File: src/rtl/control_pkg.sv
// Shared definitions for the control sequencer: control-word field positions,
// pc_fs encodings, decoder class codes, the FETCH control word and the
// opcode classifier used to pick a decoder.
package control_pkg;

  // Control-word field positions (33-bit word).
  localparam int CW_ALU_EN    = 32;
  localparam int CW_ALU_BS    = 31;
  localparam int CW_ALU_FS_HI = 30;
  localparam int CW_ALU_FS_LO = 26;
  localparam int CW_RF_B_EN   = 25;
  localparam int CW_RF_SA_HI  = 24;
  localparam int CW_RF_SA_LO  = 20;
  localparam int CW_RF_SB_HI  = 19;
  localparam int CW_RF_SB_LO  = 15;
  localparam int CW_RF_DA_HI  = 14;
  localparam int CW_RF_DA_LO  = 10;
  localparam int CW_RF_W      = 9;
  localparam int CW_RAM_EN    = 8;
  localparam int CW_RAM_W     = 7;
  localparam int CW_PC_EN     = 6;
  localparam int CW_PC_FS_HI  = 5;
  localparam int CW_PC_FS_LO  = 4;
  localparam int CW_PC_IS     = 3;
  localparam int CW_STATUS_LD = 2;
  localparam int CW_NS_HI     = 1;
  localparam int CW_NS_LO     = 0;

  // Program-counter function select.
  localparam logic [1:0] PC_FS_HOLD = 2'b00;
  localparam logic [1:0] PC_FS_INC  = 2'b01;
  localparam logic [1:0] PC_FS_LOAD = 2'b10;
  localparam logic [1:0] PC_FS_REL  = 2'b11;

  // Decoder classes; ILLEGAL is not backed by a decoder.
  localparam logic [2:0] CLS_B       = 3'd0;
  localparam logic [2:0] CLS_BL      = 3'd1;
  localparam logic [2:0] CLS_CB      = 3'd2;
  localparam logic [2:0] CLS_D       = 3'd3;
  localparam logic [2:0] CLS_I       = 3'd4;
  localparam logic [2:0] CLS_R       = 3'd5;
  localparam logic [2:0] CLS_ILLEGAL = 3'd7;

  // Instruction fetch: ram_en=1, rf_sa=rf_sb=31, alu_fs=11111, everything else 0.
  localparam logic [32:0] FETCH_CW = {1'b0, 1'b0, 5'b11111, 1'b0, 5'd31, 5'd31,
                                      5'd0, 1'b0, 1'b1, 1'b0, 1'b0, PC_FS_HOLD,
                                      1'b0, 1'b0, 2'b00};
  // Trap word: the fetch word with the memory request withdrawn.
  localparam logic [32:0] HALT_CW  = {1'b0, 1'b0, 5'b11111, 1'b0, 5'd31, 5'd31,
                                      5'd0, 1'b0, 1'b0, 1'b0, 1'b0, PC_FS_HOLD,
                                      1'b0, 1'b0, 2'b00};

  // Opcode classifier; the first matching pattern wins.
  function automatic logic [2:0] op_class(input logic [31:0] instr);
    logic [2:0] c;
    if (instr[31:26] == 6'b000101)
      c = CLS_B;
    else if (instr[31:26] == 6'b100101)
      c = CLS_BL;
    else if (instr[31:25] == 7'b1011010 || instr[31:25] == 7'b1011011 ||
             instr[31:25] == 7'b0101010)
      c = CLS_CB;
    else if (instr[29:27] == 3'b111 && !instr[25])
      c = CLS_D;
    else if (instr[28:26] == 3'b100)
      c = CLS_I;
    else if (instr[27:25] == 3'b101)
      c = CLS_R;
    else
      c = CLS_ILLEGAL;
    return c;
  endfunction

endpackage

File: src/rtl/control_sequencer_cw_gate.sv
// cw_gate: suppresses the architectural side effects of a control word while
// the memory is stalling it. Register write, status load and PC update are
// masked; the memory request (ram_en/ram_w) stays asserted so the access
// keeps being presented until the memory accepts it.
module cw_gate
  import control_pkg::*;
#(
  parameter int CW_W = 33
) (
  input  logic [CW_W-1:0] raw,
  input  logic            stall,
  output logic [CW_W-1:0] cw
);

  // Mask rf_w, status_ld and pc_fs while stalled; pass everything else.
  always_comb begin
    cw = raw;
    if (stall) begin
      cw[CW_RF_W]                   = 1'b0;
      cw[CW_STATUS_LD]              = 1'b0;
      cw[CW_PC_FS_HI:CW_PC_FS_LO]   = PC_FS_HOLD;
    end
  end

endmodule

File: src/rtl/control_sequencer.sv
// control_sequencer: fetch/execute sequencing half of the control unit.
// Holds the instruction register, execute sub-state and status flags, picks
// the decoder control word for the current opcode class and stall-gates it.
// Optional feature macro ILLEGAL_TRAP_EN: when defined, an illegal opcode
// halts the sequencer (sticky `illegal`, left only by reset); otherwise it
// executes as an R-format instruction and `illegal` is tied low.
module control_sequencer
  import control_pkg::*;
#(
  parameter int I_W   = 32,
  parameter int CW_W  = 33,
  parameter int N_CLS = 6
) (
  input  logic                  clock,
  input  logic                  reset_n,
  input  logic [I_W-1:0]        data_in,
  input  logic                  mem_ready,
  input  logic [4:0]            status_in,
  input  logic [N_CLS*CW_W-1:0] cw_dec,
  output logic [I_W-1:0]        ir,
  output logic [1:0]            state,
  output logic [4:0]            status,
  output logic [2:0]            cls,
  output logic [CW_W-1:0]       cw,
  output logic                  fetching,
  output logic                  illegal
);

  localparam logic [1:0] PH_FETCH = 2'b00;
  localparam logic [1:0] PH_EXEC  = 2'b01;
`ifdef ILLEGAL_TRAP_EN
  localparam logic [1:0] PH_HALT  = 2'b10;
`endif

  logic [1:0]      phase;
  logic [2:0]      raw_cls;
  logic [2:0]      exe_cls;
  logic [CW_W-1:0] raw;
  logic [CW_W-1:0] gated;
  logic            stall;
  logic            trap;

  assign raw_cls = op_class(ir[31:0]);
  // Decoder actually consulted: an unmatched opcode falls back to R.
  assign exe_cls = (raw_cls == CLS_ILLEGAL) ? CLS_R : raw_cls;

`ifdef ILLEGAL_TRAP_EN
  assign trap = (raw_cls == CLS_ILLEGAL);
  assign cls  = raw_cls;
`else
  assign trap = 1'b0;
  assign cls  = exe_cls;
`endif

  assign fetching = (phase == PH_FETCH);

  // Select the decoder control word for the current class.
  always_comb begin
    raw = '0;
    for (int k = 0; k < N_CLS; k++) begin
      if (exe_cls == 3'(k))
        raw = cw_dec[k*CW_W +: CW_W];
    end
  end

  assign stall = raw[CW_RAM_EN] & ~mem_ready;

  cw_gate #(
    .CW_W (CW_W)
  ) u_cw_gate (
    .raw   (raw),
    .stall (stall),
    .cw    (gated)
  );

  // Drive the datapath control word from the current phase.
  always_comb begin
    cw = CW_W'(FETCH_CW);
    case (phase)
      PH_EXEC: cw = trap ? CW_W'(HALT_CW) : gated;
`ifdef ILLEGAL_TRAP_EN
      PH_HALT: cw = CW_W'(HALT_CW);
`endif
      default: cw = CW_W'(FETCH_CW);
    endcase
  end

  // Phase FSM, instruction register, sub-state and status flags.
  always_ff @(posedge clock or negedge reset_n) begin
    if (!reset_n) begin
      phase  <= PH_FETCH;
      ir     <= '0;
      state  <= 2'b00;
      status <= 5'b00000;
    end else begin
      case (phase)
        PH_FETCH: begin
          if (mem_ready) begin
            ir    <= data_in;
            state <= 2'b00;
            phase <= PH_EXEC;
          end
        end
        PH_EXEC: begin
          if (trap) begin
`ifdef ILLEGAL_TRAP_EN
            phase <= PH_HALT;
`endif
          end else if (!stall) begin
            if (raw[CW_STATUS_LD])
              status <= status_in;
            if (raw[CW_NS_HI:CW_NS_LO] == 2'b00)
              phase <= PH_FETCH;
            else
              state <= raw[CW_NS_HI:CW_NS_LO];
          end
        end
`ifdef ILLEGAL_TRAP_EN
        PH_HALT: phase <= PH_HALT;
`endif
        default: phase <= PH_FETCH;
      endcase
    end
  end

`ifdef ILLEGAL_TRAP_EN
  // Sticky illegal-opcode flag, set when an illegal opcode reaches EXEC.
  always_ff @(posedge clock or negedge reset_n) begin
    if (!reset_n)
      illegal <= 1'b0;
    else if (phase == PH_EXEC && trap)
      illegal <= 1'b1;
  end
`else
  assign illegal = 1'b0;
`endif

endmodule
File: config.mk
export PLATFORM = sky130hd
export DESIGN_NAME = control_sequencer
export DESIGN_NICKNAME = d
export VERILOG_FILES = /design/src/rtl/control_pkg.sv /design/src/rtl/control_sequencer_cw_gate.sv /design/src/rtl/control_sequencer.sv
export SDC_FILE = /design/constraint.sdc
export NUM_CORES = 1
export LEC_CHECK = 0
export CELL_PAD_IN_SITES_DETAIL_PLACEMENT = 1
export CELL_PAD_IN_SITES_GLOBAL_PLACEMENT = 1
export CORE_UTILIZATION = 21
export DETAILED_ROUTE_END_ITERATION = 10
export PLACE_DENSITY = 0.8
export SYNTH_ARGS = -nofsm -noshare
export SYNTH_HDL_FRONTEND = slang
export SYNTH_SLANG_ARGS = --single-unit
File: constraint.sdc
create_clock -name clock -period 2.7 [get_ports clock]
set_input_delay 0.54 -clock clock [delete_from_list [all_inputs] [get_ports clock]]
set_output_delay 0.54 -clock clock [all_outputs]
set_load 0.03 [all_outputs]
-- After elaboration in Yosys (flattened, before gate mapping)
Cells that the tools add are included.
- bits in read-only memories: 0
- bits in latches: 0
- memories: 0
- memory bits (writable): 0
- register bits: 41
- divide/modulo/power cells: 0
- order comparisons: 0
- reductions and logical operators: 12
- multiply operators: 0
- eq/ne operators: 19
- multiplexer cells: 25
- shifts and indexed selects: 0
- $add $sub $neg: 0
- bitwise gates (word level): 3
- operator list (kind ; number):
    two-way mux 33 bit ; 7
    equality test 3 bit (second input constant) ; 6
    two-way mux 2 bit ; 9
    two-way mux 3 bit ; 5
    equality test 7 bit (second input constant) ; 2
    != test 2 bit (second input constant) ; 4
    case mux 2 bit (2 select lines) ; 2
    equality test 7 x 6 -> 1 bit (second input constant) ; 1
    equality test 3 x 2 -> 1 bit (second input constant) ; 2
    equality test 6 x 3 -> 1 bit (second input constant) ; 1
    equality test 6 bit (second input constant) ; 1
    AND reduction 3 bit ; 2
    zero test 2 bit ; 2
    AND reduction 4 bit ; 1
    equality test 3 x 1 -> 1 bit (second input constant) ; 1
    zero test 3 bit ; 1
    equality test 2 x 1 -> 1 bit (second input constant) ; 1
    logical OR 1 bit ; 2
    two-way mux 1 bit ; 2
    NOT 1 bit ; 2
    AND reduction 2 bit ; 1
    nonzero test 2 bit ; 1
    AND 1 bit ; 1
    logical AND 1 bit ; 1
    zero test 1 bit ; 1

-- Longest topological paths before layout
- depth in word-level cells: 20
- gate-level depth with buffers: 9
- depth with buffers taken out: 6

-- Modules after synthesis
Synthesis repeated with hierarchy kept, for this count alone.
- cell total of the unflattened synthesis: 364
- area, all modules: 3285.7 um2
- by module, submodules not included (module ; sequential area each (um2) ; area an instance (um2) ; instances ; cells each):
    control_sequencer ; 1001.0 ; 3042.9 ; 1 ; 331
    cw_gate ; 0.0 ; 242.7 ; 1 ; 33

-- Worst setup path after synthesis
No wires, ideal clock.
- path kind: register to output
- start: register ir[31]
- end: output cw[5]
- path slack: -382 ps
- data required time: 2160 ps
- arrival: 2542 ps
- cell stages (with the launch flop): 7
- path through: dfrtp_1 > buf_6 > or4b_4 > a21oi_1 > buf_2 > a21oi_1 > a311oi_1
- cells in the longest elaborated chain, start to end: 18
- RTL lines (element ; line ; text):
    from (decl) ; control_sequencer.sv:20 ; output logic [I_W-1:0] ir,
    from (signal assigned) ; control_sequencer.sv:99 ; ir <= data_in;
    equality test 7 bit ; control_pkg.sv:60 ; else if (instr[31:25] == 7'b1011010 || instr[31:25] == 7'b1011011 ||
    logical OR 1 bit (2 in a row) ; control_pkg.sv:60 ;
    two-way mux 3 bit ; control_pkg.sv:60 ;
    two-way mux 3 bit ; control_pkg.sv:58 ; else if (instr[31:26] == 6'b100101)
    two-way mux 3 bit (*) ; control_pkg.sv:56 ; if (instr[31:26] == 6'b000101)
    equality test 3 bit ; control_sequencer.sv:45 ; assign exe_cls = (raw_cls == CLS_ILLEGAL) ? CLS_R : raw_cls;
    two-way mux 3 bit (*) ; control_sequencer.sv:45 ;
    zero test 3 bit ; control_sequencer.sv:61 ; if (exe_cls == 3'(k))
    two-way mux 33 bit (5 in a row) ; control_sequencer.sv:61 ;
    two-way mux 33 bit (*) ; control_sequencer.sv:61 ;
    AND 1 bit ; control_sequencer.sv:66 ; assign stall = raw[CW_RAM_EN] & ~mem_ready;
    two-way mux 2 bit (*) ; control_sequencer_cw_gate.sv:18 ; if (stall) begin
    two-way mux 33 bit (*) ; control_sequencer.sv:79 ; case (phase)
    to (decl) ; control_sequencer.sv:24 ; output logic [CW_W-1:0] cw,
Every way passes the cells marked *; elsewhere a longest branch is shown, timed or not.

-- Worst setup path in the final report
- start: register ir[29]
- end: output cw[1]
- cells in the longest elaborated chain, start to end: 16
- RTL lines (element ; line):
    equality test 7 bit / equality test 3 bit (equally long branches) ; control_pkg.sv:60, control_pkg.sv:63
    logical OR 1 bit / logical AND 1 bit (equally long branches) ; control_pkg.sv:60, control_pkg.sv:63
    logical OR 1 bit / two-way mux 3 bit (equally long branches) ; control_pkg.sv:60, control_pkg.sv:63
    two-way mux 3 bit ; control_pkg.sv:60
    two-way mux 3 bit ; control_pkg.sv:58
    two-way mux 3 bit (*) ; control_pkg.sv:56
    equality test 3 bit ; control_sequencer.sv:45
    two-way mux 3 bit (*) ; control_sequencer.sv:45
    zero test 3 bit ; control_sequencer.sv:61
    two-way mux 33 bit (5 in a row) ; control_sequencer.sv:61
    two-way mux 33 bit (*) ; control_sequencer.sv:61
    two-way mux 33 bit (*) ; control_sequencer.sv:79
Marked as above.

==> impl_metrics.toml <==
[synthesis]
synth.avg_cell_area_sq_um = 8.733
ys_types = 53
syn-cell-area_sq_um = 3476
ys_seq_area_share_pct = 28.80
synth-edff-count = 0
ys_async_sr_fraction_pct = 100.0
ys_ff_latch = 40
syn_inst = 398
synth_nets = 636
ys.warnings.count = 0
ys.flop_type = "dfrtp_1"

[power_and_ir_drop]
sw_frac_of_total_pct = 48.88
clock_power_share_pct = 5.9
intPower_w = 0.005281
power_frac_seq_pct = 11.5
combPwrFrac_pct = 82.6
peakVddDrop_uv = 772.7
power.switching_w = 0.005050
power_density_nw_per_um2 = 1307
p_leak_nw = 3.133

[floorplan]
die_area_sq_um = 17070
rows = 46
ioPinCount = 315
die_x_microns = 130.7
start_util_pct = 21.72
core_area_sq_um = 16000
die_h_microns = 130.7

[setup_path]
end_kind = "primary output"
rrSetupSlack_ns = 0.21
startpoint_type = "flip-flop"
worstPathRequired_ns = 2.16
crit_type = "flip-flop to primary output"
max_stage_delay_ns = 0.47
path_buf_inv = 2
slowest_stage = "dfrtp_2"
crit_path_cell_trace = "or3b_4 -> o211a_4 -> buf_6 -> a21o_1 -> o22a_1 -> and2_1 -> buf_12"
critPathTopFamily = "compound AO/OA/AOI/OAI gates"
crit_arrival_ns = 2.36
critPathMaxFanout = 14

[sta]
hold_viol_final = 0
rsz0062_at_grt = "yes"
hold_ws_ns = 0.3705
period_share_pct = 107.2
max_slew_margin_pct = 39.78
tightest_slew_ns = 0.9033
setup_slack_ns = -0.1952
setup_viol = 33
fmaxAchievable_mhz = 345.4
post-route-min-period_ns = 2.895
fin_skew_ns = 0.002310
drv_slew = 0

[layout]
num-nets-final = 972
final_cell_mix = "clkdlybuf4s50_1, buf_4, nand2_1"
register_area_sq_um = 1007
final_util_pct = 49.40
fin_cells = 951
diodes = 0
nFillCells = 1789
final_area_sq_um = 7904
area_growth_pct = 127.4
multiInputGateArea_sq_um = 2714
final_common_cell = "clkdlybuf4s50_1"
drive_gt1_share_pct = 28.98

[global_routing]
grt_usage_pct = 23.38
antenna_found_initial = 0
grt_max_degree = 41
grt_pass1_wl_mm = 29.85
grt_pass1_vias = 5320
grt-ovfl-total = 0

[cts]
clk_latency_ns = 0.29
numCtsBuffers = 5
root_buffer = "clkbuf_16"
htreeDepth = 2
cts_sinks = 40
cts.clk_slew.worst_paths_ns = 0.06
cts_tree = "built"
cts_max_path_buffers = 2
cts_hold_buf = 0

[placed_design]
gp_congestion = 0.8391
post-place-cells = 929
dpl_worst_slack_ns = -0.2262
detailedPlacementHpwl_mm = 16.32
dpl_cell_area_sq_um = 7199
io_buffers = 313

[detailed_routing]
dr.first_iter.drc_count = 145
drcViolationCount = 0
detail-route-antenna-nets = 0
routed_wl_mm = 21.08
post_drt_via_cell_ratio = 4.956
drt_pass1_iterations = 4
detail_route.wl_per_cell_microns = 22.17
num_vias = 4713

[run]
maxCapViolations = 0

[run_status]
status = "complete, but fails checks"
violations = "setup timing"

[min_path]
hold_path.class = "input port to async pin"
[layout make-up]
type                            count  share of cell area [%]
Multi-Input combinational cell    318                   34.34
Sequential cell                    40                   12.74
Timing Repair Buffer              365                   47.36
Inverter                            4                  0.1900
Clock inverter                      2                  0.1900
Tap cell                          216                   3.419
Clock buffer                        6                   1.757
[repair_timing]
action / CTS / global route
setup buffers: 4 / 7
hold endpoints to repair: 0 / 0
pin swaps: 5 / 12
gates cloned: 2 / 1
endpoints found under the setup margin: 34 / 33
resized for setup: 70 / 29
[kinds of logic (layout without fill, tap and decap cells)]
logic type / after synthesis / in the layout / synth area share (%)
other: 1 / 1 / 0.1079
AND/OR/NAND/NOR: 119 / 121 / 16.88
buffers and inverters: 42 / 377 / 5.903
multiplexers: 68 / 68 / 21.45
flip-flops: 40 / 40 / 28.80
AO/OA/AOI/OAI: 128 / 128 / 26.85
[routing by layer]
metal,wire length (microns),vias to the layer above,GRT usage [%]
met4,382,0,7.302
li1,-,2169,-
met1,7661,2302,24.49
met2,11200,217,44.54
met3,1841,25,6.800
met5,0,-,0
[metrics by stage]
| stage | power [W] | setup TNS [ns] |
|---|---|---|
| floorplan | 0.005459 | -0.03077 |
| global placement | 0.008483 | -0.9770 |
| detailed placement | 0.008654 | -1.005 |
| CTS | 0.009996 | -5.282 |
| global route | 0.01085 | -6.425 |
| finish | 0.01033 | -4.460 |
[sequential cells by signal, indices dropped and copies added, names as in the netlist]
register / flops
phase: 1
status: 5
state: 2
ir: 32
[cells in the mapped netlist, types with 10 or more instances]
master | n | area [sq um]
nand2_1 | 43 | 161.4
dfrtp_1 | 40 | 1001
nor2_1 | 35 | 131.4
mux2_2 | 32 | 360.4
mux2i_1 | 31 | 310.3
o21ai_0 | 25 | 125.1
a21oi_1 | 23 | 115.1
clkbuf_1 | 22 | 82.58
a221o_1 | 15 | 150.1
o22ai_1 | 15 | 93.84
buf_2 | 11 | 55.05
nand3_1 | 11 | 55.05
a31oi_1 | 10 | 62.56
[final timing paths]
check | startpoint | endpoint | cells past startpoint
min in group clock | ir[16]$_DFFE_PN0P_ | ir[16]$_DFFE_PN0P_ | 1
min reg2reg | ir[16]$_DFFE_PN0P_ | ir[16]$_DFFE_PN0P_ | 1
max | ir[29]$_DFFE_PN0P_ | cw[1] | 7
min | reset_n | ir[23]$_DFFE_PN0P_ | 1
max reg2reg | ir[31]$_DFFE_PN0P_ | status[4]$_DFFE_PN0P_ | 7
max in group asynchronous | reset_n | ir[31]$_DFFE_PN0P_ | 1
[power by group through the flow]
| stage | Sequential [W] | Clock (W) | Combinational (W) |
|---|---|---|---|
| global placement | 0.00115 | 0 | 0.00733 |
| CTS | 0.00119 | 0.000629 | 0.00818 |
| detailed placement | 0.00118 | 0 | 0.00747 |
| global route | 0.00122 | 0.000646 | 0.00898 |
| floorplan | 0.00171 | 0 | 0.00375 |
| finish | 0.00119 | 0.000614 | 0.00853 |
No activity file was read; power rests on OpenSTA's default activity.
